**src/rtl/ps2_host_tx.sv**
```systemverilog
// ps2_host_tx: host-to-device PS/2 command transmitter.
// Drives the shared PS2_CLK/PS2_DAT pins through open-drain enables. Pulses tx_done
// when the device ACKs the frame. Pulses tx_error on a NACK or a watchdog timeout.
// Optional feature macro: PS2_TX_RETRY_EN. When it is defined, a failed frame is
// re-sent up to MAX_RETRIES more times before tx_error is reported.
`timescale 1ns/1ps
module ps2_host_tx #(
    parameter int unsigned INHIBIT_CYCLES    = 6000,
    parameter int unsigned REQ_CYCLES        = 16,
    parameter int unsigned FIRST_EDGE_CYCLES = 750000,
    parameter int unsigned EDGE_CYCLES       = 10000,
    parameter int unsigned MAX_RETRIES       = 2
) (
    input  logic       clock50,
    input  logic       reset,
    input  logic       tx_valid,
    input  logic [7:0] tx_data,
    output logic       tx_ready,
    output logic       tx_done,
    output logic       tx_error,
    output logic       busy,
    input  logic       ps2_clk_in,
    input  logic       ps2_dat_in,
    output logic       ps2_clk_oe,
    output logic       ps2_dat_oe
);

    localparam logic [19:0] INHIBIT_LAST = 20'(INHIBIT_CYCLES - 1);
    localparam logic [19:0] REQ_LAST     = 20'(REQ_CYCLES - 1);
    localparam logic [19:0] FIRST_LAST   = 20'(FIRST_EDGE_CYCLES - 1);
    localparam logic [19:0] EDGE_LAST    = 20'(EDGE_CYCLES - 1);
    localparam int          RW           = $clog2(MAX_RETRIES + 2);

`ifdef PS2_TX_RETRY_EN
    localparam logic [RW-1:0] RETRY_LIMIT = RW'(MAX_RETRIES);
`else
    localparam logic [RW-1:0] RETRY_LIMIT = '0;
`endif

    typedef enum logic [2:0] {
        S_IDLE,
        S_INHIBIT,
        S_REQ,
        S_SEND,
        S_WAIT_IDLE
    } state_t;

    state_t        state, state_next;
    logic [19:0]   cnt, cnt_next;
    logic [3:0]    bit_cnt, bit_cnt_next;
    logic [RW-1:0] retry_cnt, retry_next;
    logic [7:0]    data, data_next;
    logic          parity, parity_next;
    logic          clk_oe_next, dat_oe_next;
    logic          done_next, error_next, ready_next, busy_next;
    logic          nack, timeout;

    // Synchronizer pipeline for the asynchronous pin levels
    logic clk_p0, clk_p1, clk_p2;
    logic dat_p0, dat_p1;
    logic clk_fall;

    assign clk_fall = clk_p2 & ~clk_p1;

    // Saturating increment: the watchdog must never wrap back below its limit
    function automatic logic [19:0] sat_inc(input logic [19:0] v);
        return (v == 20'hFFFFF) ? v : v + 20'd1;
    endfunction

    // Frame bit on the wire after fall n. Fall 0 is the start bit, falls 1..8 carry
    // the data LSB first, fall 9 is parity, and anything later is the stop bit.
    function automatic logic frame_bit(input logic [7:0] d, input logic p,
                                       input logic [3:0] n);
        logic       b;
        logic [3:0] k;
        b = 1'b1;
        k = n - 4'd1;
        if (n == 4'd0)
            b = 1'b0;
        else if (n <= 4'd8)
            b = d[k[2:0]];
        else if (n == 4'd9)
            b = p;
        return b;
    endfunction

    // Two-flop synchronizers. Both lines reset high (idle) so reset cannot create a fall.
    always_ff @(posedge clock50 or negedge reset) begin
        if (!reset) begin
            clk_p0 <= 1'b1;
            clk_p1 <= 1'b1;
            clk_p2 <= 1'b1;
            dat_p0 <= 1'b1;
            dat_p1 <= 1'b1;
        end else begin
            clk_p0 <= ps2_clk_in;
            clk_p1 <= clk_p0;
            clk_p2 <= clk_p1;
            dat_p0 <= ps2_dat_in;
            dat_p1 <= dat_p0;
        end
    end

    // State, counters and registered outputs. The latched byte and its parity are not reset.
    always_ff @(posedge clock50 or negedge reset) begin
        if (!reset) begin
            state      <= S_IDLE;
            cnt        <= '0;
            bit_cnt    <= '0;
            retry_cnt  <= '0;
            tx_ready   <= 1'b0;
            tx_done    <= 1'b0;
            tx_error   <= 1'b0;
            busy       <= 1'b0;
            ps2_clk_oe <= 1'b0;
            ps2_dat_oe <= 1'b0;
        end else begin
            state      <= state_next;
            cnt        <= cnt_next;
            bit_cnt    <= bit_cnt_next;
            retry_cnt  <= retry_next;
            tx_ready   <= ready_next;
            tx_done    <= done_next;
            tx_error   <= error_next;
            busy       <= busy_next;
            ps2_clk_oe <= clk_oe_next;
            ps2_dat_oe <= dat_oe_next;
        end
    end

    // Command byte and parity are captured when a request is accepted
    always_ff @(posedge clock50) begin
        data   <= data_next;
        parity <= parity_next;
    end

    // Next-state logic: the frame sequencer, the watchdog, and the retry decision
    always_comb begin
        state_next   = state;
        cnt_next     = sat_inc(cnt);
        bit_cnt_next = bit_cnt;
        retry_next   = retry_cnt;
        data_next    = data;
        parity_next  = parity;
        clk_oe_next  = 1'b0;
        dat_oe_next  = 1'b0;
        done_next    = 1'b0;
        error_next   = 1'b0;
        nack         = 1'b0;
        timeout      = 1'b0;

        case (state)
            S_IDLE: begin
                if (tx_valid && tx_ready) begin
                    state_next  = S_INHIBIT;
                    cnt_next    = '0;
                    data_next   = tx_data;
                    parity_next = ~^tx_data;
                    retry_next  = '0;
                    clk_oe_next = 1'b1;
                end
            end
            S_INHIBIT: begin
                clk_oe_next = 1'b1;
                if (cnt >= INHIBIT_LAST) begin
                    state_next  = S_REQ;
                    cnt_next    = '0;
                    dat_oe_next = 1'b1;
                end
            end
            S_REQ: begin
                clk_oe_next = 1'b1;
                dat_oe_next = 1'b1;
                if (cnt >= REQ_LAST) begin
                    state_next   = S_SEND;
                    cnt_next     = '0;
                    bit_cnt_next = '0;
                    clk_oe_next  = 1'b0;
                end
            end
            S_SEND: begin
                dat_oe_next = ~frame_bit(data, parity, bit_cnt);
                if (clk_fall) begin
                    cnt_next     = '0;
                    bit_cnt_next = bit_cnt + 4'd1;
                    if (bit_cnt == 4'd10) begin
                        dat_oe_next = 1'b0;
                        if (!dat_p1) begin
                            done_next  = 1'b1;
                            state_next = S_WAIT_IDLE;
                        end else begin
                            nack = 1'b1;
                        end
                    end else begin
                        dat_oe_next = ~frame_bit(data, parity, bit_cnt + 4'd1);
                    end
                end else if ((bit_cnt == 4'd0 && cnt >= FIRST_LAST) ||
                             (bit_cnt != 4'd0 && cnt >= EDGE_LAST)) begin
                    timeout = 1'b1;
                end
            end
            S_WAIT_IDLE: begin
                if ((clk_p1 && dat_p1) || cnt >= EDGE_LAST)
                    state_next = S_IDLE;
            end
            default: state_next = S_IDLE;
        endcase

        if (nack || timeout) begin
            cnt_next = '0;
            if (retry_cnt != RETRY_LIMIT) begin
                state_next  = S_INHIBIT;
                retry_next  = retry_cnt + 1'b1;
                clk_oe_next = 1'b1;
                dat_oe_next = 1'b0;
            end else begin
                state_next  = nack ? S_WAIT_IDLE : S_IDLE;
                error_next  = 1'b1;
                clk_oe_next = 1'b0;
                dat_oe_next = 1'b0;
            end
        end

        ready_next = (state_next == S_IDLE);
        busy_next  = (state_next != S_IDLE);
    end

endmodule
```
**config.mk**
```make
export PLATFORM = sky130hd
export DESIGN_NAME = ps2_host_tx
export DESIGN_NICKNAME = d
export VERILOG_FILES = /design/src/rtl/ps2_host_tx.sv
export SDC_FILE = /design/constraint.sdc
export NUM_CORES = 1
export LEC_CHECK = 0
export BUFFER_PORTS_ARGS = -buffer_cell sky130_fd_sc_hd__buf_4
export CORE_ASPECT_RATIO = 1.4
export CORE_MARGIN = 3
export CORE_UTILIZATION = 54
export CTS_CLUSTER_SIZE = 12
export DETAILED_ROUTE_END_ITERATION = 16
export PLACE_DENSITY_LB_ADDON = 0.15
export SETUP_SLACK_MARGIN = 0.3
export SYNTH_ARGS = -nofsm -noshare
export SYNTH_HDL_FRONTEND = slang
export SYNTH_SLANG_ARGS = --single-unit
export TNS_END_PERCENT = 1
```
**constraint.sdc**
```tcl
create_clock -name clock50 -period 2.5 [get_ports clock50]
set_input_delay 0.5 -clock clock50 [delete_from_list [all_inputs] [get_ports clock50]]
set_output_delay 0.5 -clock clock50 [all_outputs]
set_load 0.02 [all_outputs]
```
==> reports/metrics.csv <==
stage;metric;value;unit
detailed_routing;DR WL/cell;16.1;µm
detailed_routing;mean number of vias per cell;5.88;
cells_and_area;fillers;427;
clock_network;CTS tree;done;
synth;Post-Syn Area;2810;µm²
cells_and_area;Post-layout nets;329;
cells_and_area;multi-input logic area;1480;µm²
setup_path;Startpoint Class;flop;
placed_design;placed cells;364;
hold_path;Hold WC Path Type;input pin to asynchronous set/reset pin;
synth;sequential share of the synthesized area;0.455;
cells_and_area;most frequent cells in the layout;35 x dfrtp_1, 29 x buf_4, 27 x nor2_1, 25 x nand2_1, 14 x nand3_1;
power;VDD IR max;0.000490;V
synth;Post-Synth Adder-Cell Area;0.0357;
detailed_routing;DRC errors left;0;
timing;Slew headroom;0.634;
cells_and_area;fin cells;373;
synth;compound-gate portion of the synthesized area;0.122;
clock_network;H-tree depth;2;
synth;predominant post-synthesis flop cell;dfrtp_1;
power;total power;2.80;mW
global_routing;initial antenna violation count;0;
cells_and_area;diode count;0;
floorplanning;starting density of the core;0.570;
detailed_routing;Pre-Repair DR Iteration Count;4;
timing;final hold vios;0;
synth;Syn Inst Count;284;
clock_network;CTS root buf;clkbuf_8;
timing;setup violators final;0;
synth;xor/xnor share of the synthesized area;0.0718;
synth;post-synthesis average cell area;9.88;µm²
floorplanning;Die ar.;6110;µm²
job;Max-Cap Viols;0;
clock_network;Bufs on Longest Clock Path;2;
power;leak pwr;1.41;nW
setup_path;crit path DAT;2.57;ns
setup_path;CP max FO;8;
synth;post-synthesis register bit count;49;
synth;largest family of logic cells by synthesized area;simple AND/OR/NAND/NOR gates;
synth;Yosys warnings;0;
detailed_routing;initial DRC count;124;
global_routing;vias in the first global route;2131;
global_routing;largest net degree at the start of global routing;41;
timing;final slew viol count;0;
cells_and_area;Layout area overhead;15.4;%
setup_path;CP endpoint kind;flop;
timing;fin crit period;2.32;ns
floorplanning;cell row count;30;
timing;fin crit share;0.929;
synth;Synth cell types;57;
cells_and_area;Storage cell area;1280;µm²
timing;RSZ-0062 raised after global routing;yes;
floorplanning;Core Area;4920;µm²
detailed_routing;DR vias;2195;
placed_design;buffers added on ports;18;
detailed_routing;WL final;6020;µm
floorplanning;Die H;91.3;µm
placed_design;dpl hpwl;4420;µm
power;PD cells;864;nW/µm²
cells_and_area;layout cell share with drive strength beyond 1;0.223;
detailed_routing;ANT nets after route;0;
synth;fraction of registers with async set/reset;0.816;
synth;mux cell area share after synthesis;0.0393;
timing;Tightest Pin Transition;0.545;ns
setup_path;WP data required;2.74;ns
global_routing;GR Overflow Total;0;
clock_network;clock sinks;49;
floorplanning;IO Count;19;
timing;setup TNS;0;ns
setup_path;crit path kind;flop to flop;
placed_design;gp weighted congestion;0.811;
synth;number of synthesized flops with an enable pin;9;
synth;Post-Synth Simple-Gate Area;0.236;
timing;Clock Skews;0.0124;ns
synth;Synthesized Nets;305;
status;status;finished, final reports clean;
timing;Highest Clock Rate;0.431;GHz
timing;Min Hold Slack;0.154;ns
floorplanning;die width;66.9;µm
clock_network;Clk Latency, worst-skew pair;0.31;ns
global_routing;first-pass GRT wire length;10200;µm
clock_network;number of CTS-inserted buffers;5;
cells_and_area;commonest non-fill, non-tap cell in the layout;dfrtp_1;
clock_network;Reg clk slew, reported paths;0.10;ns
global_routing;GR Util All Layers;0.219;
[cell type report]
type                            instances  area share
Clock buffer                            5      0.0213
Clock inverter                          3      0.0147
Inverter                               10      0.0116
Multi-Input combinational cell        210       0.456
Sequential cell                        49       0.395
Tap cell                               64      0.0247
Timing Repair Buffer                   32      0.0777
[metrics by stage]
step / utilization / setup slack, ns / cell area [µm²]
after floorplan: - / 0.192 / 2810
after global placement: 0.621 / 0.136 / 3050
after detailed placement: 0.621 / 0.0796 / 3050
after CTS: 0.652 / 0.188 / 3210
after global routing: 0.659 / 0.107 / 3240
final: 0.659 / 0.178 / 3240
[cell families (layout without fill, tap and decap cells)]
| logic type | Yosys count | in the layout |
|---|---|---|
| xor gates and xnor gates | 23 | 23 |
| muxes | 6 | 6 |
| adders and majority gates | 8 | 8 |
| AOI/OAI and AO/OA | 47 | 47 |
| buffers and inverters | 25 | 50 |
| and+or+nand+nor | 126 | 126 |
| DFF | 49 | 49 |
[critical path, cell delays in order, from the launching register on]
cell and delay [ns]:
dfrtp_1 0.39, or4_4 0.56, or4_4 0.44, or3_4 0.34
a31o_4 0.28, buf_6 0.15, nor2_1 0.10
[final timing paths]
| path | from | to | cells after the start | slack [ns] |
|---|---|---|---|---|
| max | cnt[16] | cnt[9] | 6 | 0.18 |
| min | reset | cnt[1] | 1 | 0.15 |
| max reg2reg | cnt[16] | cnt[9] | 6 | 0.18 |
| min reg2reg | dat_p0 | dat_p1 | 0 | 0.36 |
| max in group asynchronous | reset | dat_p1 | 1 | 1.97 |
| min in group clock50 | ps2_dat_in | dat_p0 | 1 | 0.29 |
[report_power, final]
part	switching (mW)	total (mW)	internal, mW
Combinational	0.610	1.15	0.537
Sequential	0.115	1.07	0.953
Clock	0.276	0.581	0.305
[sequential cells by signal, indices dropped and copies added (netlist names), 3 cells and up, named ones only]
name	count
data	8
bit_cnt	4
cnt	20
state	3
[cell usage after synthesis (all sizes together), types with 4 or more instances]
cell type | n | share of area
and3 | 11 | 0.025
nor2 | 32 | 0.043
xor2 | 11 | 0.034
dfstp | 5 | 0.047
buf | 4 | 0.011
ha | 8 | 0.036
edfxtp | 9 | 0.096
nand4 | 9 | 0.020
xnor2 | 12 | 0.037
nor3 | 7 | 0.018
nand3 | 14 | 0.025
nand2 | 25 | 0.033
clkbuf | 11 | 0.015
o21ai | 8 | 0.014
a21oi | 6 | 0.011
dfrtp | 35 | 0.31
nor4 | 5 | 0.011
inv | 10 | 0.013
or4 | 4 | 0.012
mux4 | 4 | 0.032
nor2b | 4 | 0.0089
o31ai | 4 | 0.011
[timing repair]
item	4_1_cts	5_1_grt
resized for setup	10	6
pin swaps	2	2
buffers inserted	0	0
gates cloned	1	0
hold buffers	0	0
setup endpoints to repair	23	29
[metal layers]
metal	vias to the layer above	GRT usage	part of all wire
met1	1083	0.257	0.40
met5	-	0	0
met4	0	0.0660	0.019
met2	30	0.400	0.56
met3	8	0.0297	0.021
li1	1074	-	-
Power figures use the tool's default switching activity.
